===== src/rtl/insn_prefetch.sv =====
// Sequential instruction prefetcher feeding decode through a small PC-tagged FIFO.
// Redirects flush the FIFO and discard every response that was already in flight.
module insn_prefetch #(
  parameter int unsigned     XLEN     = 32,
  parameter int unsigned     DEPTH    = 4,
  parameter logic [XLEN-1:0] RESET_PC = {XLEN{1'b0}}
) (
  input  logic            clock,
  input  logic            reset,
  output logic            mem_req_valid,
  input  logic            mem_req_ready,
  output logic [XLEN-1:0] mem_req_addr,
  input  logic            mem_resp_valid,
  input  logic [XLEN-1:0] mem_resp_data,
  output logic            insn_valid,
  input  logic            insn_ready,
  output logic [XLEN-1:0] insn_data,
  output logic [XLEN-1:0] insn_pc,
  input  logic            redirect_valid,
  input  logic [XLEN-1:0] redirect_pc
);

  localparam int unsigned     AW      = $clog2(DEPTH);
  localparam int unsigned     CW      = AW + 1;
  localparam logic [XLEN-1:0] PC_STEP = {{(XLEN-3){1'b0}}, 3'b100};
  localparam logic [CW:0]     DEPTH_C = (CW+1)'(DEPTH);

  logic            run_q;
  logic [XLEN-1:0] fetch_pc_q, fetch_pc_d;
  logic [XLEN-1:0] resp_pc_q, resp_pc_d;
  logic [AW-1:0]   wr_ptr_q, wr_ptr_d;
  logic [AW-1:0]   rd_ptr_q, rd_ptr_d;
  logic [CW-1:0]   count_q, count_d;
  logic [CW-1:0]   outst_q, outst_d;
  logic [CW-1:0]   drop_q, drop_d;
  logic [XLEN-1:0] data_q [DEPTH];
  logic [XLEN-1:0] pc_q   [DEPTH];

  logic            credit_s;
  logic            req_fire_s;
  logic            pop_s;
  logic            push_s;
  logic            we_s;
  logic [XLEN-1:0] redir_pc_s;
  logic            unused_s;

  // One credit per FIFO slot: in-flight requests plus buffered words never exceed DEPTH.
  assign credit_s      = ({1'b0, outst_q} + {1'b0, count_q}) < DEPTH_C;
  assign mem_req_valid = run_q && !redirect_valid && credit_s;
  assign mem_req_addr  = fetch_pc_q;
  assign insn_valid    = (count_q != {CW{1'b0}});
  assign insn_data     = insn_valid ? data_q[rd_ptr_q] : {XLEN{1'b0}};
  assign insn_pc       = insn_valid ? pc_q[rd_ptr_q] : {XLEN{1'b0}};

  assign req_fire_s = mem_req_valid && mem_req_ready;
  assign pop_s      = insn_valid && insn_ready;
  assign push_s     = mem_resp_valid && (drop_q == {CW{1'b0}});
  assign we_s       = push_s && !redirect_valid;
  assign redir_pc_s = {redirect_pc[XLEN-1:2], 2'b00};
  assign unused_s   = ^redirect_pc[1:0];

  // Next-state for fetch pointer, response tagging, FIFO bookkeeping and drop accounting.
  always_comb begin
    fetch_pc_d = fetch_pc_q;
    resp_pc_d  = resp_pc_q;
    wr_ptr_d   = wr_ptr_q;
    rd_ptr_d   = rd_ptr_q;
    count_d    = count_q;
    outst_d    = outst_q - CW'(mem_resp_valid);
    drop_d     = drop_q;
    if (redirect_valid) begin
      // No request can fire this cycle, so everything still outstanding is stale.
      fetch_pc_d = redir_pc_s;
      resp_pc_d  = redir_pc_s;
      wr_ptr_d   = {AW{1'b0}};
      rd_ptr_d   = {AW{1'b0}};
      count_d    = {CW{1'b0}};
      drop_d     = outst_d;
    end else begin
      outst_d = outst_d + CW'(req_fire_s);
      if (req_fire_s) begin
        fetch_pc_d = fetch_pc_q + PC_STEP;
      end else begin
        fetch_pc_d = fetch_pc_q;
      end
      if (push_s) begin
        resp_pc_d = resp_pc_q + PC_STEP;
        wr_ptr_d  = wr_ptr_q + AW'(1'b1);
      end else begin
        resp_pc_d = resp_pc_q;
      end
      if (mem_resp_valid && !push_s) begin
        drop_d = drop_q - CW'(1'b1);
      end else begin
        drop_d = drop_q;
      end
      if (pop_s) begin
        rd_ptr_d = rd_ptr_q + AW'(1'b1);
      end else begin
        rd_ptr_d = rd_ptr_q;
      end
      count_d = count_q + CW'(push_s) - CW'(pop_s);
    end
  end

  // Control state register with synchronous active-low reset.
  always_ff @(posedge clock) begin
    if (!reset) begin
      run_q      <= 1'b0;
      fetch_pc_q <= RESET_PC;
      resp_pc_q  <= RESET_PC;
      wr_ptr_q   <= {AW{1'b0}};
      rd_ptr_q   <= {AW{1'b0}};
      count_q    <= {CW{1'b0}};
      outst_q    <= {CW{1'b0}};
      drop_q     <= {CW{1'b0}};
    end else begin
      run_q      <= 1'b1;
      fetch_pc_q <= fetch_pc_d;
      resp_pc_q  <= resp_pc_d;
      wr_ptr_q   <= wr_ptr_d;
      rd_ptr_q   <= rd_ptr_d;
      count_q    <= count_d;
      outst_q    <= outst_d;
      drop_q     <= drop_d;
    end
  end

  // FIFO storage; contents are only observed while count is nonzero.
  always_ff @(posedge clock) begin
    if (we_s) begin
      data_q[wr_ptr_q] <= mem_resp_data;
      pc_q[wr_ptr_q]   <= resp_pc_q;
    end
  end

endmodule


===== config.mk =====
export PLATFORM = sky130hd
export DESIGN_NAME = insn_prefetch
export DESIGN_NICKNAME = d
export VERILOG_FILES = /design/src/rtl/insn_prefetch.sv
export SDC_FILE = /design/constraint.sdc
export NUM_CORES = 1
export LEC_CHECK = 0
export BUFFER_PORTS_ARGS = -buffer_cell sky130_fd_sc_hd__buf_2
export CAP_MARGIN = 20
export CORE_AREA = 5 5 180 182
export CTS_CLUSTER_DIAMETER = 200
export DETAILED_ROUTE_END_ITERATION = 10
export DIE_AREA = 0 0 185 187
export MAX_ROUTING_LAYER = met4
export PLACE_DENSITY = 0.66
export SYNTH_ARGS = -nofsm -noshare
export SYNTH_HDL_FRONTEND = slang
export SYNTH_SLANG_ARGS = --single-unit

===== constraint.sdc =====
create_clock -name clock -period 2.85 [get_ports clock]
set_input_delay 0.4275 -clock clock [delete_from_list [all_inputs] [get_ports clock]]
set_output_delay 0.4275 -clock clock [all_outputs]
set_load 0.005 [all_outputs]

# After elaboration in Yosys (flattened, before gate mapping)
# Memory sizes are Yosys's and may differ from the RTL's. A register that Yosys moved wholly into a read port is not among the register bits.
# Index checks and enable logic that the tools add are counted.
[word_totals]
out_inout_bits = 98
mem_bits_rw = 256
ff_bits = 78
memories = 2
input_bits = 70
word_cells = 55
[op_classes]
addsub = 10
n_mux = 16
bitwise_logic = 1
order_cmp = 1
n_reduce_logical = 15
[mem_list]
columns = ["memory", "words", "word_bits", "rd", "rd_ports_with_merged_regs", "wr", "line", "source"]
rows = [
  ["data_q", 4, 32, 1, 1, 1, "36", "logic [XLEN-1:0] data_q [DEPTH];"],
  ["pc_q", 4, 32, 1, 1, 1, "37", "logic [XLEN-1:0] pc_q [DEPTH];"],
]
[ops]
columns = ["operator", "n"]
rows = [
  ["$mux W32", 6],
  ["$add A32 B3 Y32 const B", 2],
  ["$mux W3", 3],
  ["$mux W2", 4],
  ["$logic_and A1 B1 Y1", 7],
  ["$add A3 B1 Y3", 2],
  ["$reduce_bool A2 Y1", 3],
  ["$sub A3 B1 Y3", 2],
  ["$add A2 B1 Y2 const B", 2],
  ["$add A3 B3 Y4", 1],
  ["$lt A4 B3 Y1 const B", 1],
  ["$logic_not A3 Y1", 1],
  ["$mux W1", 3],
  ["$reduce_bool A3 Y1", 1],
  ["$sub A3 B1 Y3 const B", 1],
  ["$logic_not A1 Y1", 2],
  ["$reduce_or A2 Y1", 1],
  ["$not A1 Y1", 1],
]

# Longest topological paths before layout
[logic_depth]
ltp_word = 6
ltp_mapped = 13
mapped_depth_nobuf = 11

# Least setup slack after synthesis
# Ideal clock, no wire load.
[synth_timing]
kind = "reg2reg"
from = "register drop_q[0]"
to = "memory data_q[0][0] (enable)"
required_ns = 2.423
setup_slack_ns = -0.237
path_buffers = 2
arrival_time_ns = 2.660
path_stages_with_launch = 7
cell_sequence = "dfxtp_1 inv_1 ha_1 and3b_1 clkbuf_1 clkbuf_1 and3_1"
[synth_between]
elab_chain_cells = 5
[synth_rtl]
columns = ["item", "line", "source"]
rows = [
  ["start: declaration", "35", "logic [CW-1:0] drop_q, drop_d;"],
  ["start signal: assignment", "116", "drop_q <= {CW{1'b0}};"],
  ["start signal: assignment", "125", "drop_q <= drop_d;"],
  ["$logic_not A3 Y1", "57", "assign push_s = mem_resp_valid && (drop_q == {CW{1'b0}});"],
  ["$logic_and A1 B1 Y1", "57", ""],
  ["$logic_and A1 B1 Y1", "58", "assign we_s = push_s && !redirect_valid;"],
  ["$mux W1", "131", "if (we_s) begin"],
  ["$mux W1 (not written as such)", "132", "data_q[wr_ptr_q] <= mem_resp_data;"],
  ["end: declaration", "36", ""],
]
# No other way between the ends.

==> flow_summary.json <==
{
  "totalWireLength_um": 28900,
  "r2r-end": "mem_req_addr[27]$_SDFFE_PN0P_",
  "worstMarginPinSlew_ns": 0.860,
  "tns_ns": 0,
  "timing_hold_violations_final": 0,
  "synth_edf_count": 248,
  "netlist.top_cell.by_area": "edfxtp_1",
  "via_count_of_the_first_global_routing_pass": 8437,
  "vias": 8225,
  "grt_setup_unrepaired": "no",
  "final_min_period_over_clock_period": 0.904,
  "rr_worst_depth": 7,
  "max_cap_viol_count": 0,
  "cts_htree_levels": 2,
  "cts_buffers": 34,
  "setup.worst_path.class": "reg2out",
  "synth.area.mux_share": 0.106,
  "cts.reportedPaths.clkPinSlew_ns": 0.06,
  "ctsRootBufferMaster": "clkbuf_16",
  "cts_resizes": 0,
  "synth_seq_area_share": 0.662,
  "postRouteAntennaNets": 0,
  "power_density_mw_per_mm2": 650,
  "core_box_area_mm2": 0.0304,
  "netlist-cell-type-count": 54,
  "clock_sink_count": 324,
  "netlist_top_cells_area": "edfxtp_1 (55%), dfxtp_1 (11%), mux4_2 (10%)",
  "min-delay-path-class": "in2reg",
  "initial_utilization": 0.445,
  "min_delay_path_depth": 1,
  "cts_setup_buffers": 0,
  "floorplan.die_area_mm2": 0.0346,
  "final_nets": 1164,
  "synthCells": 908,
  "synth.yosys.warnings": 0,
  "mappedNetlistArea_mm2": 0.0135,
  "final-setup-viol-count": 0,
  "timing.critical_path.required_ns": 2.42,
  "synth.avg_cell_area_um2": 14.9,
  "vias_per_cell": 5.48,
  "tritoncts": "done",
  "timing.hold.worst.start": "mem_resp_data[3]",
  "numPortBuffers": 161,
  "drt_iter0_markers": 573,
  "rrSetupSlack_ns": 0.41,
  "finalCriticalPeriod_ns": 2.58,
  "detail_routed_net_length_per_standard_cell_um": 19.3,
  "holdBufCountCts": 0,
  "power_report.internal_total_mw": 8.03,
  "clock_skew_ns": 0.0131,
  "async_reset_ff_frac": 0,
  "yosys.area_share.simple": 0.110,
  "power.ir.vdd_worst_v": 0.000382,
  "place.detailed.hpwl_um": 18600,
  "synth_adder_area_share": 0.0163,
  "synth-xor-area-share": 0.0252,
  "final_core_util": 0.524,
  "worstReg2RegStart": "count_q[2]$_SDFF_PP0_",
  "grt_usage": 0.170,
  "crit_end_category": "output port",
  "predominant_post_synthesis_flop_cell": "edfxtp_1",
  "leakage_nw": 5.63,
  "synth_top_family_by_area": "simple AND/OR/NAND/NOR gates",
  "outcome": "finished, final reports clean",
  "global_route_wire_length_before_repair_um": 45900,
  "worst_path_max_delay_cell": "mux4_2",
  "synth_compound_area_frac": 0.0561,
  "final_gp_congestion": 0.878,
  "worstHoldEndpoint": "data_q[0][3]$_DFFE_PP_",
  "clock_latency_on_the_worst_skew_pair_ns": 0.51,
  "grt_max_degree": 64,
  "ys_ff_latch": 324,
  "achievable-frequency_mhz": 388,
  "timing.max_slew.rel_slack": 0.424,
  "power.sequential.fraction": 0.518,
  "critical_path.max_stage_delay_ns": 0.56,
  "grt_overflow": 0,
  "drv_slew": 0,
  "cp-start-kind": "flop",
  "floorplan.rows": 64,
  "antenna_found_initial": 1,
  "dieHeight_um": 187,
  "post_route_cells_drive_above_1_share": 0.279,
  "critical_path_arrival_ns": 2.15,
  "drc": 0,
  "die_w_um": 185,
  "flow.area_growth_from_synthesis_pct": 17.8,
  "path_cells": "buf_4 -> mux4_2 -> and2_1 -> buf_2",
  "cts.path.max_buffers": 3,
  "switching_power_mw": 2.34,
  "dr.pass1.iters": 5,
  "area_share_of_the_largest_cell_type_after_synthesis": 0.550,
  "i_o_pin_total": 168,
  "clock_network_power_share": 0.397,
  "critical_path.max_fanout": 23,
  "share_comb_of_total_power": 0.085,
  "switching_share": 0.226
}
[metal layers]
| layer | track usage | vias up | wire (um) | share of wire |
|---|---|---|---|---|
| met1 | 0.245 | 4037 | 13100 | 0.45 |
| met3 | 0.0280 | 44 | 2210 | 0.076 |
| met2 | 0.259 | 302 | 13200 | 0.46 |
| met5 | - | - | 0 | 0 |
| li1 | - | 3842 | - | - |
| met4 | 0.0353 | 0 | 463 | 0.016 |
[critical path: cells and delay by family, from the launching register on]
family	cells	cell delay, ns
buffers and inverters	2	0.52
DFF	1	0.36
muxes	1	0.56
and+or+nand+nor	1	0.18
[synth_stat cells, types with 15 or more instances]
master / instances
a21oi_1: 40
a31oi_1: 16
and2_1: 70
and3_1: 15
clkbuf_1: 42
dfxtp_1: 76
edfxtp_1: 248
ha_1: 16
inv_1: 23
mux4_2: 62
nand2_1: 41
nand3_1: 21
nand4_1: 30
nor2_1: 26
nor3_1: 16
o21ai_0: 33
xnor2_1: 21
xor2_1: 18
[power by group through the flow]
| stage | Combinational [mW] | Clock [mW] | Sequential [mW] |
|---|---|---|---|
| CTS | 0.906 | 4.22 | 5.37 |
| global route | 0.990 | 4.43 | 5.39 |
| floorplan | 0.528 | 0 | 5.43 |
| detailed placement | 0.902 | 0 | 5.47 |
| finish | 0.883 | 4.11 | 5.37 |
| global placement | 0.887 | 0 | 5.46 |
[sequential cells by signal, indices dropped and copies added (netlist names), named ones only]
| register | cells |
|---|---|
| drop_q | 3 |
| run_q | 1 |
| rd_ptr_q | 2 |
| mem_req_addr | 30 |
| data_q | 128 |
| resp_pc_q | 30 |
| count_q | 3 |
| outst_q | 3 |
| wr_ptr_q | 2 |
| pc_q | 120 |
[metrics by stage]
stage / setup WS, ns / cell area, um^2 / hold WS [ns] / total power, mW / instances
2_1_floorplan: 0.349 / 13600 / 0.455 / 5.96 / 911
3_3_place_gp: 0.406 / 14900 / 0.485 / 6.35 / 1437
3_5_place_dp: 0.404 / 14900 / 0.502 / 6.37 / 1437
4_1_cts: 0.192 / 16000 / 0.109 / 10.5 / 1499
5_1_grt: 0.0482 / 16000 / 0.109 / 10.8 / 1500
6_report: 0.273 / 16000 / 0.128 / 10.4 / 1500
[cell families after synthesis]
family / Yosys count
AO/OA/AOI/OAI: 124
XOR/XNOR: 39
adder cells (fa/ha/maj): 17
buffers and inverters: 79
flip-flops: 324
multiplexers: 66
other: 1
AND/OR/NAND/NOR: 258
[cell type report]
cell class              count  area, um^2
diodes                      1        2.50
repair buffers            185        1070
clock inverters            13         116
clock buffers              49         928
fillers                  2574       14500
inverters                  24        90.1
well taps                 396         495
multi-input cells         508        4270
flip-flops and latches    324        8970
[how the worst max path moves through the flow]
stage	end	slack, ns	cells after the start
3_3_place_gp	mem_req_addr[25]$_SDFFE_PN0P_	0.41	7
4_1_cts	insn_data[7]	0.19	4
2_1_floorplan	count_q[2]$_SDFF_PP0_	0.35	13
3_5_place_dp	mem_req_addr[27]$_SDFFE_PN0P_	0.40	7
5_1_grt	mem_req_addr[27]$_SDFFE_PN0P_	0.05	7
6_report	insn_data[19]	0.27	4
[placed cells by master, fill, tap and decap left out, types with 11 or more instances in the layout]
cell type  count
edfxtp_1     248
buf_2        161
dfxtp_1       74
and2_1        70
mux4_2        62
nand2_1       41
a21oi_1       40
clkbuf_16     35
o21ai_0       33
nand4_1       30
nor2_1        26
inv_1         22
nand3_1       21
xnor2_1       21
xor2_1        18
buf_4         17
a31oi_1       16
nor3_1        16
ha_1          16
clkbuf_1      14
and3_1        11
Power figures use the tool's default switching activity.
